===== config.mk =====
export PLATFORM = sky130hd
export DESIGN_NAME = calc_input_ctrl
export DESIGN_NICKNAME = d
export VERILOG_FILES = /design/src/rtl/calc_pkg.sv /design/src/rtl/calc_input_ctrl_btn_debounce.sv /design/src/rtl/calc_input_ctrl.sv
export SDC_FILE = /design/constraint.sdc
export NUM_CORES = 1
export LEC_CHECK = 0
export CAP_MARGIN = 20
export CORE_ASPECT_RATIO = 1.5
export CORE_UTILIZATION = 50
export CTS_CLUSTER_SIZE = 8
export DETAILED_ROUTE_END_ITERATION = 6
export PLACE_DENSITY = 0.74
export SYNTH_ARGS = -nofsm -noshare
export SYNTH_HDL_FRONTEND = slang
export SYNTH_SLANG_ARGS = --single-unit

===== constraint.sdc =====
create_clock -name clk -period 2.6 [get_ports clk]
set_input_delay 0.52 -clock clk [delete_from_list [all_inputs] [get_ports clk]]
set_output_delay 0.52 -clock clk [all_outputs]
set_load 0.02 [all_outputs]

===== src/rtl/calc_pkg.sv =====
// Shared button indices and entry-FSM state type for the calculator input front end.
package calc_pkg;

    localparam int BTN_CLR = 0;
    localparam int BTN_ADD = 1;
    localparam int BTN_MUL = 2;
    localparam int BTN_DIV = 3;
    localparam int BTN_MOD = 4;
    localparam int NUM_BTN = 5;

    localparam logic [NUM_BTN-1:0] CLR_CMD = NUM_BTN'(1) << BTN_CLR;

    typedef enum logic [1:0] {READY, LOAD, ISSUE, BUSY} in_state_t;

    // Commands that divide by the second operand.
    function automatic logic is_div_op(input logic [NUM_BTN-1:0] op);
        return op[BTN_DIV] | op[BTN_MOD];
    endfunction

endpackage


===== src/rtl/calc_input_ctrl_btn_debounce.sv =====
// One push-button: 2-FF synchroniser, stability counter and rising-edge press pulse.
module btn_debounce #(
    parameter int DEBOUNCE_CYCLES = 1_000_000,
    parameter int CNT_W           = 20
) (
    input  logic clk,
    input  logic reset,
    input  logic raw,
    output logic press
);

    localparam logic [CNT_W-1:0] LAST = CNT_W'(DEBOUNCE_CYCLES - 1);

    logic             sync1;
    logic             sync2;
    logic             level;
    logic             level_q;
    logic [CNT_W-1:0] cnt;

    // NOTE: sequential state uses non-blocking assignments so every register samples pre-edge values.
    always_ff @(posedge clk) begin
        if (reset) begin
            sync1   <= 1'b0;
            sync2   <= 1'b0;
            level   <= 1'b0;
            level_q <= 1'b0;
            cnt     <= '0;
            press   <= 1'b0;
        end else begin
            sync1   <= raw;
            sync2   <= sync1;
            level_q <= level;
            press   <= level & ~level_q;
            // The counter only runs while the input disagrees with the accepted level.
            if (sync2 != level) begin
                if (cnt >= LAST) begin
                    level <= ~level;
                    cnt   <= '0;
                end else begin
                    cnt <= cnt + 1'b1;
                end
            end else begin
                cnt <= '0;
            end
        end
    end

endmodule


===== src/rtl/calc_input_ctrl.sv =====
// Calculator front end: debounced buttons, operand capture and one-hot command pulses.
// Optional divide-by-zero guard enabled by defining DIV_GUARD_EN.
module calc_input_ctrl
    import calc_pkg::*;
#(
    parameter int DEBOUNCE_CYCLES = 1_000_000,
    parameter int CNT_W           = 20
) (
    input  logic                clk,
    input  logic                reset,
    input  logic [NUM_BTN-1:0]  btn_raw,
    input  logic [15:0]         sw,
    output logic [NUM_BTN-1:0]  buttons,
    output logic signed [7:0]   first,
    output logic signed [7:0]   second,
    output logic                busy,
    output logic                err
);

    logic [NUM_BTN-1:0] press;
    logic [NUM_BTN-1:0] op_press;
    logic [NUM_BTN-1:0] op;
    logic [NUM_BTN-1:0] op_d;
    logic [NUM_BTN-1:0] buttons_d;
    logic signed [7:0]  first_d;
    logic signed [7:0]  second_d;
    logic               busy_d;
    logic               err_d;
    in_state_t          state;
    in_state_t          state_d;

    for (genvar i = 0; i < NUM_BTN; i++) begin : g_btn
        btn_debounce #(
            .DEBOUNCE_CYCLES(DEBOUNCE_CYCLES),
            .CNT_W          (CNT_W)
        ) u_debounce (
            .clk  (clk),
            .reset(reset),
            .raw  (btn_raw[i]),
            .press(press[i])
        );
    end

    assign op_press = press & ~CLR_CMD;

    // NOTE: every signal driven here gets a default first so no latch is inferred.
    always_comb begin
        state_d   = state;
        op_d      = op;
        buttons_d = '0;
        first_d   = first;
        second_d  = second;
        busy_d    = busy;
        err_d     = err;
        if (press[BTN_CLR]) begin
            // Clear wins in every state and drops any pending op.
            buttons_d = CLR_CMD;
            busy_d    = 1'b0;
            err_d     = 1'b0;
            state_d   = READY;
        end else begin
            case (state)
                READY: begin
                    if ($onehot(op_press)) begin
                        op_d    = op_press;
                        state_d = LOAD;
                    end
                end
                LOAD: begin
                    first_d  = sw[15:8];
                    second_d = sw[7:0];
                    busy_d   = 1'b1;
                    state_d  = ISSUE;
`ifdef DIV_GUARD_EN
                    if (is_div_op(op) && sw[7:0] == 8'd0) begin
                        err_d   = 1'b1;
                        state_d = BUSY;
                    end
`endif
                end
                ISSUE: begin
                    buttons_d = op;
                    state_d   = BUSY;
                end
                BUSY:    state_d = BUSY;
                default: state_d = READY;
            endcase
        end
    end

    always_ff @(posedge clk) begin
        if (reset) begin
            state   <= READY;
            op      <= '0;
            buttons <= '0;
            first   <= '0;
            second  <= '0;
            busy    <= 1'b0;
            err     <= 1'b0;
        end else begin
            state   <= state_d;
            op      <= op_d;
            buttons <= buttons_d;
            first   <= first_d;
            second  <= second_d;
            busy    <= busy_d;
            err     <= err_d;
        end
    end

endmodule


Word level (Yosys, flattened, before mapping)
Cells that the tools add are included.
{"block": "word_totals", "register_bits": 153, "in_bits": 23, "out_inout_bits": 23, "word_cells": 101}
{"block": "op_classes", "n_addsub": 8, "n_lt_le_gt_ge": 5, "n_eq_ne": 10, "mux": 3, "bitwise_logic": 22, "reduce_logical": 16}
{"operator": "$add 20x1->20 const B", "n": 5}
{"operator": "$ge 20x20->1 const B", "n": 5}
{"operator": "$reduce_or 3->1", "n": 6}
{"operator": "$not 1->1", "n": 17}
{"operator": "$reduce_and 2->1", "n": 6}
{"operator": "$pmux 2 s3", "n": 1}
{"operator": "$and 1x1->1", "n": 5}
{"operator": "$ne 1x1->1", "n": 5}
{"operator": "$eq 2x2->1 const B", "n": 2}
{"operator": "$reduce_or 2->1", "n": 2}
{"operator": "$add 1x2->3", "n": 1}
{"operator": "$add 3x1->3", "n": 1}
{"operator": "$eq 3x1->1 const B", "n": 1}
{"operator": "$reduce_and 3->1", "n": 1}
{"operator": "$add 1x1->2", "n": 1}
{"operator": "$eq 2x1->1 const B", "n": 1}
{"operator": "$logic_not 2->1", "n": 1}
{"operator": "$mux 2", "n": 1}
{"operator": "$ne 2x2->1 const B", "n": 1}
{"operator": "$mux 1", "n": 1}

Logic depth before layout (Yosys ltp)
Gate-level depths: netlist of run 1.
{"block": "logic_depth", "depth_word": 6, "mapped_depth": 10, "mapped_depth_nobuf": 10}

Modules after synthesis
Synthesis of run 1 repeated with hierarchy kept, for this count alone.
{"block": "hier_totals", "cells_unflattened": 696, "hier_area_um2": 6336.1}
{"mod": "btn_debounce", "instances": 5, "cells_per_inst": 115, "area_per_inst_um2": 1052.3, "seq_area_each_um2": 500.5}
{"mod": "calc_input_ctrl", "instances": 1, "cells_per_inst": 121, "area_per_inst_um2": 1074.8, "seq_area_each_um2": 560.5}

Worst setup path before layout of run 1
OpenSTA, ideal clock, no wires.
{"block": "synth_path", "path_kind": "reg2reg", "startpoint": "register g_btn[1].u_debounce.press", "endpoint": "register op[3]", "setup_ns": 0.128, "arrival_time_ns": 2.080, "t_required_ns": 2.472, "path_slack_ns": 0.392, "stages_incl_launch_ff": 10, "path_buffers": 0, "synth_period_minus_slack_ns": 2.208, "path_cell_list": "dfxtp_1 -> inv_1 -> fa_1 -> inv_1 -> ha_1 -> ha_1 -> nor4b_1 -> nand2_1 -> mux2i_1 -> nor2_1"}
{"block": "synth_between", "elab_chain_len": 4}
{"element": "from (decl)", "line": "calc_input_ctrl_btn_debounce.sv:9", "rtl": "output logic press"}
{"element": "from (signal assigned)", "line": "calc_input_ctrl_btn_debounce.sv:33", "rtl": "press <= level & ~level_q;"}
{"element": "$add 1x2->3 (implied by the code)", "line": "calc_input_ctrl.sv:64", "rtl": "if ($onehot(op_press)) begin"}
{"element": "$add 3x1->3 (implied by the code)", "line": "calc_input_ctrl.sv:64"}
{"element": "$eq 3x1->1", "line": "calc_input_ctrl.sv:64"}
{"element": "$reduce_and 3->1 (no source line)"}
{"element": "to (signal assigned)", "line": "calc_input_ctrl.sv:102", "rtl": "op <= op_d;"}
{"element": "to (decl)", "line": "calc_input_ctrl.sv:22", "rtl": "logic [NUM_BTN-1:0] op;"}
No other way between the ends.
A chain may end at the register's enable or synchronous reset.

Worst setup path in the final report of run 1
Ends and elaborated chain as after synthesis.

==> flow_metrics.tcl, run 1 <==
set metrics [dict create \
    status "completed" \
    peakVddDrop_mv 0.420 \
    grt-ovfl-total 0 \
    antenna_found_initial 0 \
    worst_clock_skew_ns 0.00644 \
    power_switching_uw 980 \
    yosys-top-cells-area "dfxtp_1 (50%), nor2_1 (8.2%), xor2_1 (7.2%)" \
    endpoint_kind "register" \
    track_usage 0.193 \
    cts_buffers 17 \
    pwr-share-seq 0.468 \
    slew_headroom 0.437 \
    crit_fanout 7 \
    die_w_um 92.0 \
    grt_pass1_vias 4615 \
    routed-via-count 4730 \
    r2r_slack_ns 0.14 \
    drt_wl_total_mm 11.4 \
    r2r-end "op[3]" \
    num_rows 48 \
    power_leakage_uw 0.00250 \
    portBuffers 44 \
    area_growth_pct 19.6 \
    synth_top_area_frac 0.504 \
    min_period_ns 2.46 \
    p_int_uw 4060 \
    die_h_um 137 \
    timing.final.hold_violations 0 \
    nFillCells 982 \
    cp-start-kind "register" \
    nNetsFinal 765 \
    fin_tns_setup_ns 0 \
    wire_per_inst_um 12.7 \
    crit_type "register to register" \
    dp_hpwl_mm 7.84 \
    die_area_um2 12600 \
    synth_area_leader_cell "dfxtp_1" \
    synth_cell_type_count 47 \
    cts_setup_buffers 0 \
    grt_pass1_wl_mm 19.6 \
    r2r_cells 9 \
    grt_max_degree 28 \
    synth_cells 685 \
    cp-startpoint "g_btn[1].u_debounce.press" \
    clk_latency_ns 0.42 \
    syn_area_um2 6070 \
    rsz0062_at_grt "no" \
    yosys-top-cells-count "dfxtp_1 (153), nor2_1 (133), nand2_1 (72)" \
    io_pins 46 \
    p_comb_frac 0.015 \
    hp-class "register to register" \
    reg2reg_from "g_btn[1].u_debounce.press" \
    root_buffer "clkbuf_16" \
    diodes 0 \
    pwr_density_cell_nw_per_um2 694 \
    total_power_uw 5040 \
    crit_arrival_ns 2.76 \
    drc 0 \
    cts_tree "yes" \
    gp_congestion 0.796 \
    yosysMostFrequentCell "dfxtp_1" \
    slew_viol_final 0 \
    min_period_over_period 0.948 \
    start_util 0.521 \
    drtIter0Drc 185 \
    clockPowerShare 0.517 \
    drive_gt1_frac 0.0602 \
    setup_viol 0 \
    postCtsHoldBufs 0 \
    cts_max_level 4 \
    synth-edff-count 0 \
    synthArstFlopShare 0 \
    syn_avg_cell_area_um2 8.86 \
    crit_path_end "op[3]" \
    drv_cap 0 \
    ys_ff_latch 153 \
    synthesis.nets 716 \
    path_clk_slew_ns 0.06 \
    cts.sinks 153 \
    worst_slew_pin_slew_ns 0.836 \
    yosysWarnings 0 \
    synthFlopType "dfxtp_1" \
    switching_share 0.195 \
    max_clock_freq_mhz 406 \
    clockBufferDepth 2 \
    required_ns 2.90 \
    route.detailed.vias_per_inst 5.27 \
    drtPass1Iterations 4 \
    ys_seq_area_frac 0.504 \
    detail-route-antenna-nets 0 \
    core_um2 11700 \
    cts_resized 0 \
]
[cell families after synthesis]
| family | count (synthesis) | share of synthesized area |
|---|---|---|
| buffers and inverters | 41 | 0.0313 |
| AOI/OAI and AO/OA | 51 | 0.0536 |
| adders and majority gates | 8 | 0.0177 |
| muxes | 1 | 0.00165 |
| other | 1 | 0.000618 |
| and+or+nand+nor | 341 | 0.262 |
| DFF | 153 | 0.504 |
| xor gates and xnor gates | 89 | 0.128 |
[power by group through the flow]
stage	logic [uW]	clock network [uW]	registers [uW]
floorplan	35.9	0	2410
global placement	73.6	0	2410
detailed placement	74.3	0	2410
CTS	74.6	2650	2360
global route	80.3	2750	2360
finish	73.7	2600	2360
[stage by stage]
step	util	hold WS, ns	cells	setup WS (ns)	instance area [um2]
floorplan	-	0.367	685	0.392	6070
global placement	0.569	0.378	865	0.305	6630
detailed placement	0.569	0.385	865	0.213	6630
CTS	0.623	0.388	897	0.142	7260
global route	0.623	0.398	897	0.0533	7260
finish	0.623	0.383	897	0.136	7260
[worst min path at each step]
stage,to,from,cells after the start
after floorplan,g_btn[0].u_debounce.press,g_btn[0].u_debounce.level_q,1
after global placement,g_btn[3].u_debounce.press,g_btn[3].u_debounce.level_q,1
after detailed placement,g_btn[2].u_debounce.press,g_btn[2].u_debounce.level_q,1
after CTS,g_btn[2].u_debounce.press,g_btn[2].u_debounce.level_q,1
after global routing,g_btn[3].u_debounce.press,g_btn[3].u_debounce.level_q,1
final,g_btn[2].u_debounce.press,g_btn[2].u_debounce.level_q,1
[layer usage]
metal  vias to the layer above  part of all wire  track usage
li1                       2386                 -            -
met1                      2247              0.41        0.200
met2                        74              0.55        0.362
met3                        23             0.027       0.0511
met4                         0             0.019       0.0807
met5                         -                 0            0
[flip-flops by register name, indices dropped and copies added, names as in the netlist, 4 cells and up]
name                      cells
op                            4
g_btn.u_debounce.level        5
g_btn.u_debounce.level_q      5
second                        8
first                         8
g_btn.u_debounce.sync2        5
buttons                       5
g_btn.u_debounce.press        5
g_btn.u_debounce.sync1        5
g_btn.u_debounce.cnt        100
[critical path: stages, from the launching register on]
cell and delay, ns:
dfxtp_1 0.30, inv_1 0.07, fa_1 0.55, inv_1 0.04
ha_1 0.17, ha_1 0.27, nor4b_1 0.36, nand2_1 0.25
mux2i_1 0.26, nor2_1 0.06
[layout by cell type, fill, tap and decap left out, drive strengths merged, types with 19 or more instances in the layout]
| cell type | netlist | final |
|---|---|---|
| xnor2 | 39 | 39 |
| clkbuf | 11 | 22 |
| nand3 | 42 | 42 |
| dfxtp | 153 | 153 |
| inv | 21 | 23 |
| nand2 | 72 | 72 |
| nor2 | 133 | 133 |
| xor2 | 50 | 50 |
| clkdlybuf4s50 | 0 | 44 |
| a21oi | 22 | 22 |
| nand4 | 19 | 19 |
[layout make-up]
type                    instances  area, um2  area share
well taps                     150        188      0.0259
repair buffers                 49        478      0.0658
inverters                      22       82.6      0.0114
multi-input cells             491       2820       0.388
clock inverters                10        165      0.0228
clock buffers                  22        464      0.0639
flip-flops and latches        153       3060       0.422
No activity file was read; power rests on OpenSTA's default activity.
==> run 2: changes to the inputs <==
--- a/config.mk
+++ b/config.mk
@@ -10,7 +10,7 @@
 export CORE_UTILIZATION = 50
 export CTS_CLUSTER_SIZE = 8
 export DETAILED_ROUTE_END_ITERATION = 6
-export PLACE_DENSITY = 0.74
+export PLACE_DENSITY = 0.7
 export SYNTH_ARGS = -nofsm -noshare
 export SYNTH_HDL_FRONTEND = slang
 export SYNTH_SLANG_ARGS = --single-unit
==> run 2 against run 1 <==
Effect of this change:
- sequential share of layout area fell by 0.065 points
- first-iteration DRC count rose by 8.1%
- setup slack improved by 0.062 ns
- register-to-register slack improved by 0.06 ns
- final cell count did not move
- highest routed layer unchanged
- combinational power rose by 4.2%
- worst hold slack got worse by 0.0038 ns
- final area rose by 0.16%
- sequential power barely moved
==> flow_metrics.tcl, run 2 (same netlist as run 1, synthesis figures left out) <==
set metrics [dict create \
    endpoint_kind "register" \
    grt_util_met2 0.360 \
    crit_path_top_delay_cell "fa_1" \
    clockBufferDepth 2 \
    layout_common_cells "dfxtp_1 (153), nor2_1 (133), nand2_1 (72)" \
    peakVddDrop_mv 0.373 \
    crit_fanout 7 \
    routed-via-count 4650 \
    crit_type "register to register" \
    cp_top_family "adder cells" \
    grt_pass1_wl_mm 19.8 \
    power_switching_uw 961 \
    die_area_um2 12600 \
    switching_share 0.190 \
    diodes 0 \
    worst_clock_skew_ns 0.00745 \
    slew_viol_final 0 \
    utilization 0.624 \
    layout_commonest_cell "dfxtp_1" \
    postCtsHoldBufs 0 \
    cts_max_level 4 \
    core_um2 11700 \
    place_area_um2 6640 \
    hp-class "register to register" \
    timing.final.hold_violations 0 \
    setup_viol 0 \
    drt_wl_total_mm 11.3 \
    min_period_ns 2.40 \
    cp_num_buf_inv 2 \
    busiest_layer "met2" \
    fin_cells 897 \
    die_w_um 92.0 \
    max_stage_delay_ns 0.53 \
    p_comb_frac 0.015 \
    io_pins 46 \
    antenna_found_initial 0 \
    detail-route-antenna-nets 0 \
    max_clock_freq_mhz 416 \
    power_leakage_uw 0.00251 \
    start_util 0.521 \
    required_ns 2.90 \
    num_rows 48 \
    final_cell_area_um2 7270 \
    cts_tree "yes" \
    top_register "g_btn.u_debounce.cnt" \
    crit_chain "inv_1, fa_1, inv_1, ha_1, ha_1, nor4b_1, nand2_1, a21oi_1, nor2_1" \
    track_usage 0.196 \
    crit_arrival_ns 2.70 \
    gp_congestion 0.813 \
    status "completed" \
    clk_latency_ns 0.41 \
    portBuffers 44 \
    cts.sinks 153 \
    grt-ovfl-total 0 \
    clockPowerShare 0.518 \
    area_growth_pct 19.7 \
    rsz0062_at_grt "no" \
    pwr-share-seq 0.467 \
    cts_buffers 17 \
    nNetsFinal 766 \
    dp_hpwl_mm 7.95 \
    grt_pass1_vias 4653 \
    root_buffer "clkbuf_16" \
    drv_cap 0 \
    grtUsageMet1 0.204 \
    use_met3 0.0511 \
    min_period_over_period 0.924 \
    grt_max_degree 22 \
    largest_register_ffs 100 \
    drtIter0Drc 200 \
    wire_per_inst_um 12.7 \
    cp-start-kind "register" \
    reg_top3 "g_btn.u_debounce.cnt: 100 flops, first: 8 flops, second: 8 flops" \
    worst_slew_pin_slew_ns 0.744 \
    drc 0 \
    pwr_density_cell_nw_per_um2 695 \
    drtPass1Iterations 4 \
    cts_resized 0 \
    route.detailed.vias_per_inst 5.18 \
    drive_gt1_frac 0.0616 \
    path_clk_slew_ns 0.06 \
    p_int_uw 4090 \
    slew_headroom 0.500 \
    fin_tns_setup_ns 0 \
    die_h_um 137 \
    place_inst 866 \
]
run 2: what timing repair did:
action                     CTS  global route
setup endpoints to repair    0             2
buffers inserted             0             0
hold endpoints to repair     0             0
run 2: metal layers:
metal,routed length [um],share of wire
met1,4870,0.43
met2,5940,0.52
met3,301,0.027
met4,231,0.020
met5,0,0
run 2: path summary, 6_finish.rpt:
check	start	endpoint	slack, ns	cells past startpoint
worst max register to register	g_btn[1].u_debounce.press	op[1]	0.20	9
worst min-delay path	g_btn[3].u_debounce.level_q	g_btn[3].u_debounce.press	0.38	1
worst max-delay path	g_btn[1].u_debounce.press	op[1]	0.20	9
worst min register to register	g_btn[3].u_debounce.level_q	g_btn[3].u_debounce.press	0.38	1
run 2: through the flow:
step / total power [uW] / setup slack [ns] / hold slack (ns)
floorplan: 2450 / 0.392 / 0.367
global placement: 2490 / 0.314 / 0.374
detailed placement: 2490 / 0.237 / 0.372
CTS: 5100 / 0.171 / 0.379
global route: 5220 / 0.0491 / 0.387
finish: 5050 / 0.198 / 0.380
run 2: power by group through the flow:
stage | Combinational [uW] | Clock [uW] | Sequential, uW
finish | 76.8 | 2620 | 2360
global route | 84.2 | 2770 | 2360
CTS | 78.1 | 2670 | 2360
global placement | 75.5 | 0 | 2410
detailed placement | 77.5 | 0 | 2410
floorplan | 35.9 | 0 | 2410
run 2: final cells by class:
type / count / area, um2
Clock buffer: 19 / 433
Clock inverter: 12 / 200
Fill cell: 1001 / 4380
Inverter: 22 / 82.6
Multi-Input combinational cell: 491 / 2820
Sequential cell: 153 / 3060
Tap cell: 150 / 188
Timing Repair Buffer: 50 / 485
run 2: worst reg2reg max path: stages (launching register included):
cell,delay (ns)
dfxtp_1,0.30
inv_1,0.06
fa_1,0.53
inv_1,0.04
ha_1,0.17
ha_1,0.27
nor4b_1,0.40
nand2_1,0.26
a21oi_1,0.22
nor2_1,0.05
==> run 3: changes to the inputs <==
--- a/config.mk
+++ b/config.mk
@@ -5,12 +5,12 @@
 export SDC_FILE = /design/constraint.sdc
 export NUM_CORES = 1
 export LEC_CHECK = 0
-export CAP_MARGIN = 20
 export CORE_ASPECT_RATIO = 1.5
 export CORE_UTILIZATION = 50
 export CTS_CLUSTER_SIZE = 8
 export DETAILED_ROUTE_END_ITERATION = 6
 export PLACE_DENSITY = 0.7
+export SETUP_SLACK_MARGIN = 0.4
 export SYNTH_ARGS = -nofsm -noshare
 export SYNTH_HDL_FRONTEND = slang
 export SYNTH_SLANG_ARGS = --single-unit
==> run 3 against run 2 <==
Effect of this change:
- global-route usage shrank 0.64 points
- via count shrank 0.80%
- setup slack improved by 0.22 ns
- sequential power hardly changed
- count of clock-buffer cells in the layout grew 3
- die area unchanged
==> flow_metrics.tcl, run 3 (same netlist as run 1, synthesis figures left out) <==
set metrics [dict create \
    hold_depth 1 \
    path_clk_slew_ns 0.06 \
    die_w_um 92.0 \
    postCtsHoldBufs 0 \
    gp_congestion 0.816 \
    grt_max_degree 28 \
    min_period_over_period 0.838 \
    fin_tns_setup_ns 0 \
    r2r_slack_ns 0.42 \
    drt_wl_total_mm 11.2 \
    reg_top3 "g_btn.u_debounce.cnt: 100 flops, first: 8 flops, second: 8 flops" \
    route.detailed.vias_per_inst 5.15 \
    cts_buffers 17 \
    grt-ovfl-total 0 \
    max_stage_delay_ns 0.52 \
    worst_clock_skew_ns 0.00901 \
    start_util 0.521 \
    peakVddDrop_mv 0.451 \
    top_register "g_btn.u_debounce.cnt" \
    drc 0 \
    cp-start-kind "register" \
    largest_register_ffs 100 \
    status "completed" \
    total_power_uw 5080 \
    drtIter0Drc 116 \
    core_um2 11700 \
    multi_input_area_um2 2860 \
    required_ns 2.89 \
    r2r_cells 9 \
    min_period_ns 2.18 \
    timing.final.hold_violations 0 \
    cts.sinks 153 \
    die_h_um 137 \
    worst_slew_pin_slew_ns 0.761 \
    grt_pass1_wl_mm 19.3 \
    grt_pass1_vias 4474 \
    drv_cap 0 \
    crit_arrival_ns 2.47 \
    endpoint_kind "register" \
    diodes 0 \
    cts_tree "yes" \
    dp_hpwl_mm 7.84 \
    drive_gt1_frac 0.0751 \
    clk_latency_ns 0.41 \
    power_leakage_uw 0.00252 \
    track_usage 0.189 \
    layout_common_cells "dfxtp_1 (151), nor2_1 (131), nand2_1 (71)" \
    root_buffer "clkbuf_16" \
    worstHoldStart "g_btn[2].u_debounce.level_q" \
    die_area_um2 12600 \
    slew_viol_final 0 \
    antenna_found_initial 0 \
    pwr_density_cell_nw_per_um2 694 \
    crit_chain "inv_2, fa_1, inv_1, ha_2, ha_4, nor4b_4, nand2_2, a21oi_1, nor2_1" \
    num_rows 48 \
    rsz0062_at_grt "yes" \
    crit_path_top_delay_cell "fa_1" \
    routed-via-count 4613 \
    max_clock_freq_mhz 459 \
    crit_fanout 7 \
    detail-route-antenna-nets 0 \
    portBuffers 44 \
    nNetsFinal 766 \
    reg2reg_from "g_btn[1].u_debounce.press" \
    area_growth_pct 20.7 \
    wire_per_inst_um 12.5 \
    nFillCells 989 \
    regArea_um2 3070 \
    crit_type "register to register" \
    hold_end "g_btn[2].u_debounce.press" \
    layout_commonest_cell "dfxtp_1" \
    cts_max_level 4 \
    io_pins 46 \
    slew_headroom 0.488 \
    drtPass1Iterations 4 \
    setup_viol 0 \
    hp-class "register to register" \
    r2r-end "op[2]" \
    clockBufferDepth 2 \
]
-- run 3: cell types whose count changed in the layout (fill, tap and decap cells not counted), moves of 2 or more --
cell	change
a21oi_1	-2
a21oi_2	+2
clkbuf_8	+3
clkinv_4	-2
clkinvlp_4	-2
dfxtp_1	-2
dfxtp_2	+2
ha_1	-2
nor2_1	-2
nor2_2	+2
-- run 3: final cells by class --
type,instances,area share
clock buffer,22,0.0647
timing repair buffer,50,0.0663
inverter,22,0.0113
tap,150,0.0256
sequential,153,0.418
multi-input combinational,491,0.391
clock inverter,8,0.0229
-- run 3: critical path: cells and delay by family, from the launching register on --
family	cells	cell delay [ns]
flops	1	0.32
compound gates	1	0.21
simple gates	3	0.51
fa+ha+maj	3	0.92
buf+inv	2	0.09
-- run 3: worst max-delay path by stage --
| stage | start | to | slack (ns) |
|---|---|---|---|
| 6_report | g_btn[1].u_debounce.press | op[2] | 0.42 |
| 5_1_grt | g_btn[1].u_debounce.press | op[4] | 0.27 |
| 4_1_cts | g_btn[1].u_debounce.press | op[4] | 0.42 |
| 3_5_place_dp | g_btn[1].u_debounce.press | op[4] | 0.33 |
| 3_3_place_gp | g_btn[1].u_debounce.press | op[2] | 0.39 |
| 2_1_floorplan | g_btn[1].u_debounce.press | op[3] | 0.47 |
-- run 3: through the flow --
stage	worst slack (ns)	instances	util	area [um2]	hold slack [ns]
after floorplan	0.474	685	-	6080	0.367
after CTS	0.417	895	0.626	7290	0.381
final	0.422	896	0.629	7330	0.374
after global placement	0.391	865	0.570	6640	0.371
after detailed placement	0.329	865	0.570	6640	0.370
after global routing	0.274	896	0.629	7330	0.380
-- run 3: power by group --
| part | internal (uW) | switching [uW] |
|---|---|---|
| Combinational | 40.8 | 34.4 |
| Sequential | 2350 | 4.94 |
| Clock | 1770 | 881 |
-- run 3: routing by layer --
| metal | up-vias | wire [um] | global-route usage |
|---|---|---|---|
| met3 | 15 | 276 | 0.0472 |
| met1 | 2156 | 4760 | 0.207 |
| li1 | 2380 | - | - |
| met2 | 62 | 5960 | 0.344 |
| met5 | - | 0 | 0 |
| met4 | 0 | 161 | 0.0825 |
-- run 3: repair_timing --
item	CTS	global route
resized for setup	2	9
pin swaps	2	8
setup endpoints to repair	4	7
buffers inserted	0	1
==> variant 1: new RTL, settings of run 2 <==
`CNT_W` is set to 20 in 2 places; all go to 10.
--- a/src/rtl/calc_input_ctrl_btn_debounce.sv
+++ b/src/rtl/calc_input_ctrl_btn_debounce.sv
@@ -1,7 +1,7 @@
 // One push-button: 2-FF synchroniser, stability counter and rising-edge press pulse.
 module btn_debounce #(
     parameter int DEBOUNCE_CYCLES = 1_000_000,
-    parameter int CNT_W           = 20
+    parameter int CNT_W           = 10
 ) (
     input  logic clk,
     input  logic reset,
--- a/src/rtl/calc_input_ctrl.sv
+++ b/src/rtl/calc_input_ctrl.sv
@@ -4,7 +4,7 @@
     import calc_pkg::*;
 #(
     parameter int DEBOUNCE_CYCLES = 1_000_000,
-    parameter int CNT_W           = 20
+    parameter int CNT_W           = 10
 ) (
     input  logic                clk,
     input  logic                reset,
Behaviour: no difference found for any inputs over 10 cycles, from zero or initial values and one cycle with reset high; that may be too few to reach the edited logic, so the function may still have changed.
==> variant 1 against run 2 <==
Setup slack better by 140 ps. Sequential cell count is 50 lower. Synthesized area is 37% lower. Power is 50% lower. Wire length is 46% lower. Cell area is 38% lower. Combinational power is 11% lower.
==> variant 1: results (changes against run 2) <==
stage	metric	value	unit	change
synthesis	sequential cell area fraction in the yosys report	53.6	%	+3.1 points
synthesis	post-synthesis mux area share	0	%	-0.16 points
cells_and_area	layout cells sized above 1	4.93	%	-1.2 points
synthesis	Post-Syn Area per Cell	9.21	um2	+3.9%
critical_path	reg2reg setup slack	340	ps	+140 ps
synthesis	async set-reset flop share out of synthesis	0	%	unchanged
cells_and_area	Finished Layout Cells	567		-37%
pwr	Leak	1.58	nW	-37%
worst_hold_path	WHS Endpoint	g_btn[4].u_debounce.press		
global_routing	Tot GR Track Use	16.9	%	-2.6 points
status	status	finished clean		
cells_and_area	Largest regs	g_btn.u_debounce.cnt (50), first (8), second (8)		
synthesis	post-synthesis adder-cell area fraction	2.80	%	+1.0 points
critical_path	Reg-to-Reg End	op[3]		
cells_and_area	layout net count	493		-36%
placed_design	global placement routability congestion	0.798		-1.9%
critical_path	crit path from	g_btn[1].u_debounce.press		
route	met3 wire length	213	um	-29%
cts	htree depth	3		-1
cells_and_area	fillers	677		-32%
route	Metal-1 WL	2.72	mm	-44%
global_routing	met3 Track Usage GR	3.94	%	-1.2 points
cts	TritonCTS buffer count	9		-8
synthesis	Synth Area in Compound Gates	6.86	%	+1.5 points
pwr	VDD IR max	290	uV	-22%
critical_path	worst-path fanout max	6		-1
placed_design	DP Wirelength	4.40	mm	-45%
global_routing	largest net degree at the start of global routing	32		+45%
global_routing	vias in the first global route	2513		-46%
global_routing	routing usage on met2	30.3	%	-5.7 points
timing	Clock Skew	5.59	ps	-1.85 ps
placed_design	Post-Place Cells	551		-36%
timing	Slew HR	63.6	%	+14 points
route	WL final	6.17	mm	-46%
global_routing	GRT met1 Usage	17.8	%	-2.5 points
synthesis	net count after synthesis	449		-37%
worst_hold_path	hold path start	g_btn[4].u_debounce.level_q		
synthesis	synth cell count leaders	dfxtp_1 (103), nor2_1 (72), nand2_1 (58)		
route	met2 wire len	3.09	mm	-48%
cts	root buf cell	clkbuf_8		
global_routing	first-pass GRT wire length	10.4	mm	-47%
synthesis	post-synthesis cell type count	33		-30%
route	routed vias/inst	4.80		-7.4%
variant 1: changes by cell type after synthesis, sizes merged, moves of 6 or more:
cell    change
dfxtp      -50
and3        -9
nor2       -60
o211ai      -6
nor4        -9
nand4      -14
nand3      -21
and4        -6
xnor2       -8
xor2       -38
clkbuf      -9
nand2      -14
variant 1: where the power goes:
group	internal [W]	switching, W	leakage, nW
Sequential	0.00159	0.00000467	0.832
Clock	0.000398	0.000494	0.0894
Combinational	0.0000413	0.0000274	0.662
Total	0.00202	0.000526	1.58
variant 1: area by class of cell:
cell class	instances	area share [%]
sequential	103	45.6
inverter	17	1.41
clock inverter	3	0.388
timing repair buffer	46	10.4
tap	100	2.77
multi-input combinational	285	35.9
clock buffer	13	3.52
variant 1: metrics by stage:
stage | instance area (um2) | hold WS [ps] | setup slack (ps)
floorplan | 3850 | 368 | 464
global placement | 4340 | 375 | 383
detailed placement | 4340 | 373 | 350
CTS | 4520 | 389 | 326
global route | 4520 | 401 | 182
finish | 4520 | 384 | 336
==> variant 2: new RTL, config.mk and constraints of run 2 <==
Without the edit above. Encoding of `in_state_t`: now Gray code (2 bits for 4 states).
--- a/src/rtl/calc_pkg.sv
+++ b/src/rtl/calc_pkg.sv
@@ -10,7 +10,7 @@
 
     localparam logic [NUM_BTN-1:0] CLR_CMD = NUM_BTN'(1) << BTN_CLR;
 
-    typedef enum logic [1:0] {READY, LOAD, ISSUE, BUSY} in_state_t;
+    typedef enum logic [1:0] {READY = 2'b00, LOAD = 2'b01, ISSUE = 2'b11, BUSY = 2'b10} in_state_t;
 
     // Commands that divide by the second operand.
     function automatic logic is_div_op(input logic [NUM_BTN-1:0] op);
Check against the original RTL: no difference found for any inputs over 10 cycles, from zero or initial values and one cycle with reset high; not proved beyond that.
==> variant 2 against run 2 <==
Clock power shrank 5%. Sequential cell count unchanged. Synthesized area fell by 0.74%. Cell area down 1.2%. Via count is 3.7% lower. Wire length down 3.6%. Sequential share of layout area rose by 0.49 points. Power is 2.3% lower. Utilization shrank 0.72 points. Setup slack better by 160 ps. Highest routed layer unchanged.
==> variant 2: results (changes against run 2) <==
stage	metric	value	unit	change
status	status	finished clean		
critical_path	reg2reg setup slack	360	ps	+160 ps
timing	tightest hold margin	377	ps	-3.00 ps
global_routing	GRT met1 Usage	19.6	%	-0.79 points
timing	Slew HR	53.7	%	+3.7 points
critical_path	Reg-to-Reg End	op[4]		
placed_design	Placed Area	0.00657	mm2	-0.96%
pwr	Leak	2.55	nW	+1.6%
cells_and_area	fillers	1033		+3.2%
synthesis	Synth area leaders	dfxtp_1 (51%), nor2_1 (8.1%), xor2_1 (7.1%)		
synthesis	cells after synthesis	677		-1.2%
route	met2 wire len	5.73	mm	-3.6%
floorplanning	Die ar.	0.0125	mm2	-0.73%
placed_design	global placement routability congestion	0.769		-5.4%
cts	post-CTS sizing	0		unchanged
global_routing	met3 Track Usage GR	4.75	%	-0.36 points
route	Metal-1 WL	4.76	mm	-2.4%
route	Pre-Repair DR Iteration Count	6		+2
cells_and_area	n_diodes	0		unchanged
global_routing	Tot GR Track Use	18.5	%	-1.0 points
route	met3 wire length	304	um	+1.0%
worst_hold_path	hold path start	g_btn[0].u_debounce.level_q		
route	WL final	10.9	mm	-3.6%
global_routing	first-pass GRT wire length	18.7	mm	-5.5%
global_routing	largest net degree at the start of global routing	27		+23%
synthesis	post-synthesis cell type count	45		-4.3%
critical_path	Critical Path AT	2530	ps	-170 ps
route	vias	4478		-3.7%
timing	Clock Skew	5.32	ps	-2.12 ps
synthesis	synth cell count leaders	dfxtp_1 (153), nor2_1 (130), nand2_1 (72)		
cells_and_area	layout net count	756		-1.3%
placed_design	Setup WS pre-CTS	406	ps	+169 ps
cells_and_area	Finished Layout Cells	888		-1.0%
global_routing	routing usage on met2	34.5	%	-1.5 points
placed_design	Post-Place Cells	856		-1.2%
route	Initial DRC Count	96		-52%
cts	root buf cell	clkbuf_16		
synthesis	sequential cell area fraction in the yosys report	50.8	%	+0.38 points
pwr	VDD IR max	378	uV	+1.4%
pwr	switching portion of total power	20.3	%	+1.3 points
global_routing	vias in the first global route	4421		-5.0%
synthesis	net count after synthesis	708		-1.1%
cells_and_area	layout cells sized above 1	6.10	%	-0.060 points
worst_hold_path	WHS Endpoint	g_btn[0].u_debounce.press		
## variant 2: power groups by stage
stage	Sequential (W)	Combinational, W	Clock, W
after detailed placement	0.00241	0.0000739	0
after global placement	0.00241	0.0000730	0
final	0.00236	0.0000737	0.00250
after global routing	0.00236	0.0000805	0.00266
after floorplan	0.00241	0.0000362	0
after CTS	0.00236	0.0000746	0.00256
## variant 2: critical path: cells and delay by family (launching register included)
family | cells | cell delay [ps]
AND/OR/NAND/NOR | 3 | 500
flip-flops | 1 | 300
adder cells (fa/ha/maj) | 3 | 960
AO/OA/AOI/OAI | 1 | 260
buffers and inverters | 2 | 100
## variant 2: how the worst max path moves through the flow
stage | cells after the start | slack (ps) | to | start
2_1_floorplan | 9 | 550 | op[3] | g_btn[1].u_debounce.press
3_3_place_gp | 9 | 460 | op[3] | g_btn[1].u_debounce.press
3_5_place_dp | 9 | 410 | op[1] | g_btn[1].u_debounce.press
4_1_cts | 9 | 350 | op[4] | g_btn[1].u_debounce.press
5_1_grt | 10 | 180 | op[4] | g_btn[1].u_debounce.press
6_report | 9 | 360 | op[4] | g_btn[1].u_debounce.press
## variant 2: final cells by class
class	count	area, um2	share of cell area [%]
tap	150	188	2.61
clock buffer	18	439	6.11
multi-input combinational	483	2770	38.6
timing repair buffer	47	463	6.44
clock inverter	14	174	2.42
sequential	153	3060	42.6
inverter	23	86.3	1.20
## variant 2: cells by family (layout without fill, tap and decap cells)
group	Yosys count	in the layout	synth area share, %
other cells	1	1	0.0622
simple gates	335	335	26.0
xor+xnor	90	90	13.1
flops	153	153	50.8
compound gates	48	48	4.96
buf+inv	41	102	3.16
fa+ha+maj	8	8	1.79
mux	1	1	0.166
